[src/rtl/rr_burst_arbiter_if.sv]
// Request/response bundle between the requesters, the arbiter and the shared consumer.
// master = requester/consumer side, slave = arbiter side.
interface rr_burst_arbiter_if #(
    parameter int N      = 5,
    parameter int DATA_W = 16
);
    logic [N-1:0]        request;
    logic [N*DATA_W-1:0] data_in;
    logic                out_ready;
    logic [N-1:0]        grant;
    logic [DATA_W-1:0]   data_out;
    logic                out_valid;
    logic [N-1:0]        ack;
    logic                last;
    logic                busy;

    modport master (
        output request, data_in, out_ready,
        input  grant, data_out, out_valid, ack, last, busy
    );

    modport slave (
        input  request, data_in, out_ready,
        output grant, data_out, out_valid, ack, last, busy
    );
endinterface

[src/rtl/rr_burst_arbiter.sv]
// Round-robin arbiter granting one requester at a time a burst of up to MAX_BURST
// beats on a shared valid/ready channel, with one idle bubble between grants.
module rr_burst_arbiter #(
    parameter int N         = 5,
    parameter int DATA_W    = 16,
    parameter int MAX_BURST = 4
) (
    input  logic              clk,
    input  logic              reset,
    rr_burst_arbiter_if.slave bus
);
    localparam int IDX_W = $clog2(N);
    localparam int CNT_W = $clog2(MAX_BURST) + 1;

    typedef enum logic {IDLE, GRANT} state_t;

    state_t             state_q, state_d;
    logic [N-1:0]       grant_q, grant_d;
    logic [IDX_W-1:0]   owner_q, owner_d;
    logic [IDX_W-1:0]   ptr_q, ptr_d;
    logic [CNT_W-1:0]   beat_q, beat_d;

    logic [N-1:0][DATA_W-1:0] din;
    logic                     win_found;
    logic [IDX_W-1:0]         win_idx;
    logic [IDX_W-1:0]         scan_idx;
    logic                     owner_req;
    logic                     xfer;
    logic                     final_beat;

    assign din        = bus.data_in;
    assign owner_req  = bus.request[owner_q];
    assign xfer       = (state_q == GRANT) && owner_req && bus.out_ready;
    assign final_beat = (beat_q == CNT_W'(MAX_BURST - 1));

    // First set request bit scanning upward from ptr_q, wrapping mod N.
    always_comb begin
        win_found = 1'b0;
        win_idx   = '0;
        scan_idx  = '0;
        for (int i = 0; i < N; i++) begin
            scan_idx = IDX_W'((int'(ptr_q) + i) % N);
            if (!win_found && bus.request[scan_idx]) begin
                win_found = 1'b1;
                win_idx   = scan_idx;
            end
        end
    end

    always_ff @(posedge clk) begin
        if (reset) begin
            state_q <= IDLE;
            grant_q <= '0;
            owner_q <= '0;
            ptr_q   <= '0;
            beat_q  <= '0;
        end else begin
            state_q <= state_d;
            grant_q <= grant_d;
            owner_q <= owner_d;
            ptr_q   <= ptr_d;
            beat_q  <= beat_d;
        end
    end

    always_comb begin
        state_d = state_q;
        grant_d = grant_q;
        owner_d = owner_q;
        ptr_d   = ptr_q;
        beat_d  = beat_q;
        unique case (state_q)
            IDLE: begin
                if (win_found) begin
                    state_d          = GRANT;
                    grant_d          = '0;
                    grant_d[win_idx] = 1'b1;
                    owner_d          = win_idx;
                    beat_d           = '0;
                end
            end
            GRANT: begin
                // A dropped request releases without a transfer, even if out_ready is high.
                if (!owner_req || (xfer && final_beat)) begin
                    state_d = IDLE;
                    grant_d = '0;
                    beat_d  = '0;
                    ptr_d   = (owner_q == IDX_W'(N - 1)) ? '0 : owner_q + 1'b1;
                end else if (xfer) begin
                    beat_d = beat_q + 1'b1;
                end
            end
            default: state_d = IDLE;
        endcase
    end

    always_comb begin
        bus.grant     = grant_q;
        bus.busy      = (state_q == GRANT);
        bus.out_valid = (state_q == GRANT) && owner_req;
        bus.data_out  = (state_q == GRANT) ? din[owner_q] : '0;
        bus.ack       = grant_q & {N{xfer}};
        bus.last      = bus.out_valid && final_beat;
    end
endmodule

[src/flat_wrapper.sv]
// flat-port wrapper written by rule: the top's interface ports become plain ports
module rr_burst_arbiter_flat 
#(
    parameter int N         = 5,
    parameter int DATA_W    = 16,
    parameter int MAX_BURST = 4
)
  (clk, reset, bus_request, bus_data_in, bus_out_ready, bus_grant, bus_data_out, bus_out_valid, bus_ack, bus_last, bus_busy);
  rr_burst_arbiter_if #(.N(N), .DATA_W(DATA_W)) bus_i ();
  input  logic clk;
  input  logic reset;
  input wire logic [$bits(bus_i.request)-1:0] bus_request;
  input wire logic [$bits(bus_i.data_in)-1:0] bus_data_in;
  input wire logic [$bits(bus_i.out_ready)-1:0] bus_out_ready;
  output wire logic [$bits(bus_i.grant)-1:0] bus_grant;
  output wire logic [$bits(bus_i.data_out)-1:0] bus_data_out;
  output wire logic [$bits(bus_i.out_valid)-1:0] bus_out_valid;
  output wire logic [$bits(bus_i.ack)-1:0] bus_ack;
  output wire logic [$bits(bus_i.last)-1:0] bus_last;
  output wire logic [$bits(bus_i.busy)-1:0] bus_busy;
  assign bus_i.request = bus_request;
  assign bus_i.data_in = bus_data_in;
  assign bus_i.out_ready = bus_out_ready;
  assign bus_grant = bus_i.grant;
  assign bus_data_out = bus_i.data_out;
  assign bus_out_valid = bus_i.out_valid;
  assign bus_ack = bus_i.ack;
  assign bus_last = bus_i.last;
  assign bus_busy = bus_i.busy;
  rr_burst_arbiter #(.N(N), .DATA_W(DATA_W), .MAX_BURST(MAX_BURST)) u_core (.clk(clk), .reset(reset), .bus(bus_i));
endmodule
[config.mk]
export PLATFORM = sky130hd
export DESIGN_NAME = rr_burst_arbiter_flat
export DESIGN_NICKNAME = d
export VERILOG_FILES = /design/src/rtl/rr_burst_arbiter_if.sv /design/src/rtl/rr_burst_arbiter.sv /design/src/flat_wrapper.sv
export SDC_FILE = /design/constraint.sdc
export NUM_CORES = 1
export LEC_CHECK = 0
export ABC_AREA = 1
export BUFFER_PORTS_ARGS = -buffer_cell sky130_fd_sc_hd__buf_4
export CORE_UTILIZATION = 40
export DETAILED_ROUTE_END_ITERATION = 8
export PLACE_DENSITY = 0.68
export SYNTH_ARGS = -nofsm -noshare
export SYNTH_HDL_FRONTEND = slang
export SYNTH_SLANG_ARGS = --single-unit
[constraint.sdc]
create_clock -name clk -period 5.3 [get_ports clk]
set_input_delay 0.265 -clock clk [delete_from_list [all_inputs] [get_ports clk]]
set_output_delay 0.265 -clock clk [all_outputs]
set_load 0.01 [all_outputs]
Word-level counts from Yosys, hierarchy flattened
Cells that the tools add are included.
{"block": "word_totals", "ff_bits": 15, "out_inout_bits": 29, "word_cells": 88}
{"block": "classes", "n_addsub": 6, "div": 5, "order_cmp": 8, "n_eq_ne": 5, "n_mux": 38, "bitwise": 2, "n_reduce_logical": 19}
{"operator": "remainder unit 32 x 4 -> 32 bit, second input constant", "count": 4}
{"operator": "binary-select mux 16 bit (select 3 bit)", "count": 1}
{"operator": "remainder unit 4 x 4 -> 32 bit, second input constant", "count": 1}
{"operator": "two-way mux 16 bit", "count": 2}
{"operator": "< comparator 3 x 4 -> 1 bit, second input constant", "count": 7}
{"operator": "two-way mux 3 bit", "count": 9}
{"operator": "binary-select mux 1 bit (select 3 bit)", "count": 6}
{"operator": "two-way mux 1 bit", "count": 14}
{"operator": "two-way mux 5 bit", "count": 2}
{"operator": "case mux 5 bit (2 select lines)", "count": 1}
{"operator": "logical AND 1 bit", "count": 9}
{"operator": "adder 3 x 2 -> 4 bit, second input constant", "count": 2}
{"operator": "AND reduction 2 bit", "count": 4}
{"operator": "adder 3 x 1 -> 3 bit, second input constant", "count": 2}
{"operator": "case mux 3 bit (2 select lines)", "count": 1}
{"operator": "bitwise AND 5 bit", "count": 1}
{"operator": "zero test 1 bit", "count": 5}
{"operator": "adder 3 x 1 -> 4 bit, second input constant", "count": 1}
{"operator": "adder 3 x 3 -> 4 bit, second input constant", "count": 1}
{"operator": "demux 1 bit (select 3 bit)", "count": 1}
{"operator": "equality test 3 x 2 -> 1 bit, second input constant", "count": 1}
{"operator": "equality test 3 bit, second input constant", "count": 1}
{"operator": "greater-or-equal comparator 3 x 1 -> 1 bit, second input constant", "count": 1}
{"operator": "inequality test 3 bit, second input constant", "count": 1}
{"operator": "other kinds (5)", "count": 5}

Depth between registers and ports, before layout
Gate-level depths: netlist of the first run.
{"block": "logic_depth", "ltp_word": 22, "depth_mapped": 31}

Worst setup path before layout of the first run
OpenSTA, ideal clock, no wires.
{"block": "synth_timing", "path_type": "reg-to-reg", "start": "register u_core.ptr_q[0]", "end": "register u_core.owner_q[0]", "arrival_ps": 3780, "setup_slack_ps": 1407, "path_stages_with_launch": 30, "path_cell_list": "dfxtp_1 buf_4 inv_1 ha_1 inv_1 ha_1 inv_2 ha_1 nor2_1 nand2_1 nand2_1 xor2_1 ha_1 inv_1 or2_2 nand2_1 nand2_1 nand2_1 nand2_1 nor3_1 nand2_1 nand2_1 inv_1 nand4_2 nand2_2 buf_6 inv_2 nor2_1 o21ai_1 inv_1"}
{"block": "synth_between", "elab_chain_len": 17}
{"element": "from (decl)", "line_no": "rr_burst_arbiter.sv:20", "source": "logic [IDX_W-1:0] ptr_q, ptr_d;"}
{"element": "from (signal assigned)", "line_no": "rr_burst_arbiter.sv:61", "source": "ptr_q <= ptr_d;"}
{"element": "branches (longest 17 deep; another with remainder unit 32 x 4 -> 32 bit)"}
{"element": "to (signal assigned)", "line_no": "rr_burst_arbiter.sv:60", "source": "owner_q <= owner_d;"}
{"element": "to (decl)", "line_no": "rr_burst_arbiter.sv:19", "source": "logic [IDX_W-1:0] owner_q, owner_d;"}
Parallel ways; which one is timed is not known. The select of a mux whose other input is x is not followed.
A chain may end at the register's enable or synchronous reset.

Worst setup path in the final report of the first run
{"block": "layout_timing", "start": "register u_core.ptr_q[0]", "end": "register u_core.beat_q[0]"}
{"block": "layout_between", "elab_chain_len": 18}
{"element": "branches (longest 15 deep; another with remainder unit 32 x 4 -> 32 bit)"}
{"element": "two-way mux 1 bit *", "line_no": "rr_burst_arbiter.sv:43", "source": "if (!win_found && bus.request[scan_idx]) begin"}
{"element": "inequality test 2 x 1 -> 1 bit (no line) *"}
{"element": "AND reduction 2 bit (no line) *"}
{"element": "to (signal assigned)", "line_no": "rr_burst_arbiter.sv:62", "source": "beat_q <= beat_d;"}
{"element": "to (decl)", "line_no": "rr_burst_arbiter.sv:21", "source": "logic [CNT_W-1:0] beat_q, beat_d;"}
Every way passes the cells marked *. The select of a mux whose other input is x is not followed.

==> run metrics, run 1 <==
Die X 87.1 um; Pleak 2.06 nW; post-CTS setup buffer count 0; Ys Warns 0; layout cell share with drive strength beyond 1 0.283; Worst-Skew Late Latency 250 ps; Resized Gates After CTS 0; share of the synthesized area in the top cell type 0.162; Synthesized Nets 621; CTS H-tree depth 1; number of synthesized flops with an enable pin 0; Least-Margin Pin Slew 1240 ps; Final period util 0.859; Sum Neg Setup Slack 0 ps; Worst Setup Start Kind flip-flop; Critical Path Start u_core.ptr_q[0]; # rows 30; largest net degree at the start of global routing 38; Yosys top cell by area nand2_1; Mapped Cells 511; Seq cells post-synth 15; Top Ports 117; Finished Cell Area 3870 um^2; first-pass GRT wire length 14.8 mm; Final Skew 6.97 ps; Final Hold Slack 264 ps; Max Freq 220 MHz; clk buf depth 2; Tot Pwr 2.21 mW; Slew headroom 0.175; min Tclk post-route 4550 ps; global route overflow 0; via count 3,606; synth top area cells nand2_1, dfxtp_1, ha_1; WL per Instance 13.3 um; Synth top cells by count nand2_1, inv_1, nor2_1, nand3_1, o21ai_0; Async S/R FF share, synth 0; maxcap violations 0; CTS Hold Bufs 0; type of the worst setup path reg2reg; total CTS buffers 3; worst slack at placement 810 ps; vias in the first global route 3,281; top_reg_cell synth dfxtp_1; DR vias/cell 5.08; GRT Resource Usage Total 0.242; TritonRoute pass-1 iters 5; fin cells 710; area grow syn2layout 33.4%; DRT antenna net count 0; fin util 0.560; top-count cell post-synth nand2_1; fillers 710; post-synth cell types 38; r2r startpoint u_core.ptr_q[0]; initial antenna violation count 0; sequential share of the synthesized area 0.104; hpwl dp 7.52 mm; clock slew at reported path FFs 60 ps; Cell Area, Placed 3820 um^2; syn_area_per_cell 5.67 um^2; die area 7590 um^2; Layout Nets 725; IO Port Bufs 116; Core ar. 6910 um^2; Max Slew Vio Count 0; Root Driver clkbuf_8; hold_sp reset; CP max FO 16; clock sink total 15; Initial Util 0.420; Hold Path Class in2reg; # diodes 0; Worst IR Drop VDD 301 uV; Setup crit end kind flip-flop; worst reg2reg setup slack 750 ps; power density cells 571 nW/um^2; routed wire length 9.42 mm; placed insts 706; routability cong. 0.885; run status complete, no violations; CTS tree built; final worst-path setup slack 750 ps; CP arrival 4700 ps; mapped cell area 2900 um^2; Final Hold Violating Endpoints 0; RSZ-0062 raised after global routing no; Die Y 87.1 um; worst path required time 5450 ps; Residual DRC 0; drt initial violations 214; final setup violation count 0
[logic make-up (layout without fill, tap and decap cells)]
family,after synthesis,after routing,synth area share
buffers and inverters,88,191,0.119
AND/OR/NAND/NOR,271,271,0.446
adder cells (fa/ha/maj),22,22,0.0949
flip-flops,15,15,0.104
AO/OA/AOI/OAI,110,110,0.215
XOR/XNOR,5,5,0.0216
[cell type report]
cell class                 count  area (um^2)  area share
tap                           96          120      0.0311
inverter                      68          255      0.0660
timing repair buffer         119          893       0.231
sequential                    15          300      0.0776
clock buffer                   4         45.0      0.0116
multi-input combinational    408         2250       0.583
[cells in the final DEF, fill, tap and decap left out, drive strengths merged]
cell type  netlist  final
nand2          141    141
buf              7    119
inv             66     66
nor2            58     58
nand3           55     55
o21ai           55     55
a21oi           32     32
ha              22     22
o22ai           16     16
dfxtp           15     15
nand4            9      9
xor2             5      5
a211oi           4      4
clkbuf          13      4
nand3b           3      3
nor3             3      3
clkinv           2      2
or2              2      2
a32o             1      1
o211ai           1      1
o31ai            1      1
[sequential cells by signal, summed over array words and instances (netlist names)]
name and cells:
u_core.ptr_q 3, u_core.bus.busy 1, u_core.bus.grant 5, u_core.owner_q 3, u_core.beat_q 3
[power by group]
part / switching, mW / internal, mW / leakage, nW
registers: 0.0796 / 0.149 / 0.123
clock network: 0.0408 / 0.0533 / 0.0228
logic: 1.21 / 0.671 / 1.91
total: 1.33 / 0.873 / 2.06
[worst paths after layout]
check,endpoint,cells after the start
worst max register to register,u_core.beat_q[0],27
worst max-delay path,u_core.beat_q[0],27
worst min register to register,u_core.beat_q[2],2
worst min-delay path,u_core.bus.grant[1],2
[worst max-delay path: stages, from the launching register on]
cell	delay, ps
dfxtp_1	790
inv_1	150
ha_1	270
inv_1	90
ha_1	190
inv_2	60
ha_1	170
nor2_1	120
nand2_1	80
nand2_1	80
xor2_1	270
ha_1	190
inv_1	60
or2_2	270
nand2_1	110
nand2_1	120
nand2_1	130
nand2_1	120
nor3_1	180
nand2_1	70
nand2_1	130
inv_1	100
nand4_2	90
nand2_2	160
o21ai_2	190
o21ai_0	140
nand2_1	80
nor2_1	40
[metal layers]
metal / share of wire / vias up / GRT usage / wire length, um
met5: 0 / - / 0 / 0
met2: 0.49 / 85 / 0.422 / 4610
met3: 0.040 / 20 / 0.0152 / 374
li1: - / 1885 / - / -
met1: 0.44 / 1616 / 0.318 / 4190
met4: 0.026 / 0 / 0.0775 / 245
No activity file was read; power rests on OpenSTA's default activity.
==> run 2, diff against run 1 <==
Settings changed: CORE_UTILIZATION 40 to 50, PLACE_DENSITY 0.68 to 0.82.
==> run 2 against run 1 <==
Final area decreased by 0.58%. Largest cell class unchanged. Setup slack improved by 9.1 ps. First-iteration DRC count increased by 5.6%. Via count increased by 1.2%. Register-to-register slack about the same. Critical path depth unchanged.
==> run metrics, run 2 (synthesized netlist as in run 1, its figures left out) <==
Pleak 2.06 nW (about the same); Initial Util 0.523 (was 0.420); TritonRoute pass-1 iters 5 (unchanged); fillers 507 (was 710); final setup violation count 0 (unchanged); Core ar. 5540 um^2 (was 6910 um^2); Worst IR Drop VDD 388 uV (was 301 uV); R2R depth 27 (unchanged); CTS tree built (unchanged); Final Skew 5.14 ps (was 6.97 ps); die area 6110 um^2 (was 7590 um^2); largest net degree at the start of global routing 38 (unchanged); Final Hold Slack 273 ps (was 264 ps); routability cong. 0.953 (was 0.885); worst reg2reg setup slack 760 ps (was 750 ps); clk buf depth 2 (unchanged); Top Ports 117 (unchanged); Setup crit end kind flip-flop (unchanged); RSZ-0062 raised after global routing no (unchanged); Final period util 0.857 (was 0.859); WL per Instance 13.1 um (was 13.3 um); global route overflow 0 (unchanged); Worst-Skew Late Latency 250 ps (about the same); # diodes 0 (unchanged); area grow syn2layout 32.6% (was 33.4%); Max Freq 220 MHz (about the same); most frequent cells in the layout nand2_1, buf_4, inv_1 (unchanged); vias in the first global route 3,297 (was 3,281); CP max FO 16 (unchanged); type of the worst setup path reg2reg (unchanged); post-CTS setup buffer count 0 (unchanged); Root Driver clkbuf_8 (unchanged); clock sink total 15 (unchanged); run status complete, no violations (unchanged); initial antenna violation count 0 (unchanged); Die Y 78.1 um (was 87.1 um); maxcap violations 0 (unchanged); DR vias/cell 5.31 (was 5.08); Worst Hold Depth 2 (unchanged); most common cell after layout, fill and taps aside nand2_1 (unchanged); Max Slew Vio Count 0 (unchanged); max FFs per register 5 (unchanged); CP arrival 4680 ps (was 4700 ps); worst path required time 5440 ps (was 5450 ps); drt initial violations 226 (was 214); Die X 78.1 um (was 87.1 um); Layout Nets 726 (was 725); Worst Setup Start Kind flip-flop (unchanged); IO Port Bufs 116 (unchanged); Least-Margin Pin Slew 732 ps (was 1240 ps); via count 3,649 (was 3,606); Hold Path Class in2reg (unchanged); total CTS buffers 3 (unchanged); Slew headroom 0.511 (was 0.175); min Tclk post-route 4540 ps (was 4550 ps); power density cells 573 nW/um^2 (was 571 nW/um^2); CTS Hold Bufs 0 (unchanged); GRT Resource Usage Total 0.290 (was 0.242); layout cell share with drive strength beyond 1 0.285 (was 0.283); Final Hold Violating Endpoints 0 (unchanged); first-pass GRT wire length 14.5 mm (was 14.8 mm); DRT antenna net count 0 (unchanged); Sum Neg Setup Slack 0 ps (unchanged); routed wire length 9.01 mm (was 9.42 mm); Residual DRC 0 (unchanged); CTS H-tree depth 1 (unchanged); hpwl dp 7.14 mm (was 7.52 mm); Resized Gates After CTS 0 (unchanged); # rows 27 (was 30); clock slew at reported path FFs 60 ps (about the same)
## run 2: area by class of cell
cell class              count  area, um^2  share of cell area
multi-input cells         408        2250               0.586
repair buffers            120         901               0.234
flip-flops and latches     15         300              0.0781
inverters                  68         255              0.0664
well taps                  72        90.1              0.0234
clock buffers               4        45.0              0.0117
## run 2: final timing paths
path               startpoint                  end
max           u_core.ptr_q[0]     u_core.beat_q[1]
max reg2reg   u_core.ptr_q[0]     u_core.beat_q[1]
min                     reset  u_core.bus.grant[1]
min reg2reg  u_core.beat_q[2]     u_core.beat_q[2]
## run 2: power breakdown
group | total (mW) | internal (mW) | leakage (nW) | switching, mW
clock network | 0.0916 | 0.0532 | 0.0228 | 0.0384
logic | 1.90 | 0.672 | 1.92 | 1.23
registers | 0.209 | 0.149 | 0.123 | 0.0605
## run 2: worst max-delay path, stage by stage, from the launching register on
cell     delay [ps]
dfxtp_1         790
inv_1           160
ha_1            270
inv_1           100
ha_1            180
inv_2            70
ha_1            180
nor2_1          140
nand2_1         100
nand2_1          80
xor2_1          250
ha_1            190
inv_1            60
or2_2           270
nand2_1         100
nand2_1         110
nand2_1         120
nand2_1         110
nor3_1          180
nand2_1          70
nand2_1         120
inv_1           100
nand4_2         100
nand2_2         150
o21ai_2         190
nand2_1          90
o21ai_1          90
nor2_1           60
## run 2: metrics by stage
| step | power, mW | utilization | worst slack (ps) | area [um^2] | instances |
|---|---|---|---|---|---|
| finish | 2.20 | 0.694 | 759 | 3840 | 687 |
| global route | 2.47 | 0.694 | 338 | 3840 | 687 |
| CTS | 2.19 | 0.694 | 816 | 3840 | 687 |
| detailed placement | 2.08 | 0.686 | 840 | 3800 | 683 |
| global placement | 2.03 | 0.686 | 1110 | 3800 | 683 |
| floorplan | 1.67 | - | 1410 | 2900 | 511 |
## run 2: routing by layer
metal	up-vias	global-route usage	share of wire	wire length (um)
met5	-	0	0	0
met4	0	0.0722	0.016	147
met3	18	0.0256	0.048	430
met2	127	0.500	0.48	4340
met1	1610	0.387	0.45	4090
li1	1894	-	-	-
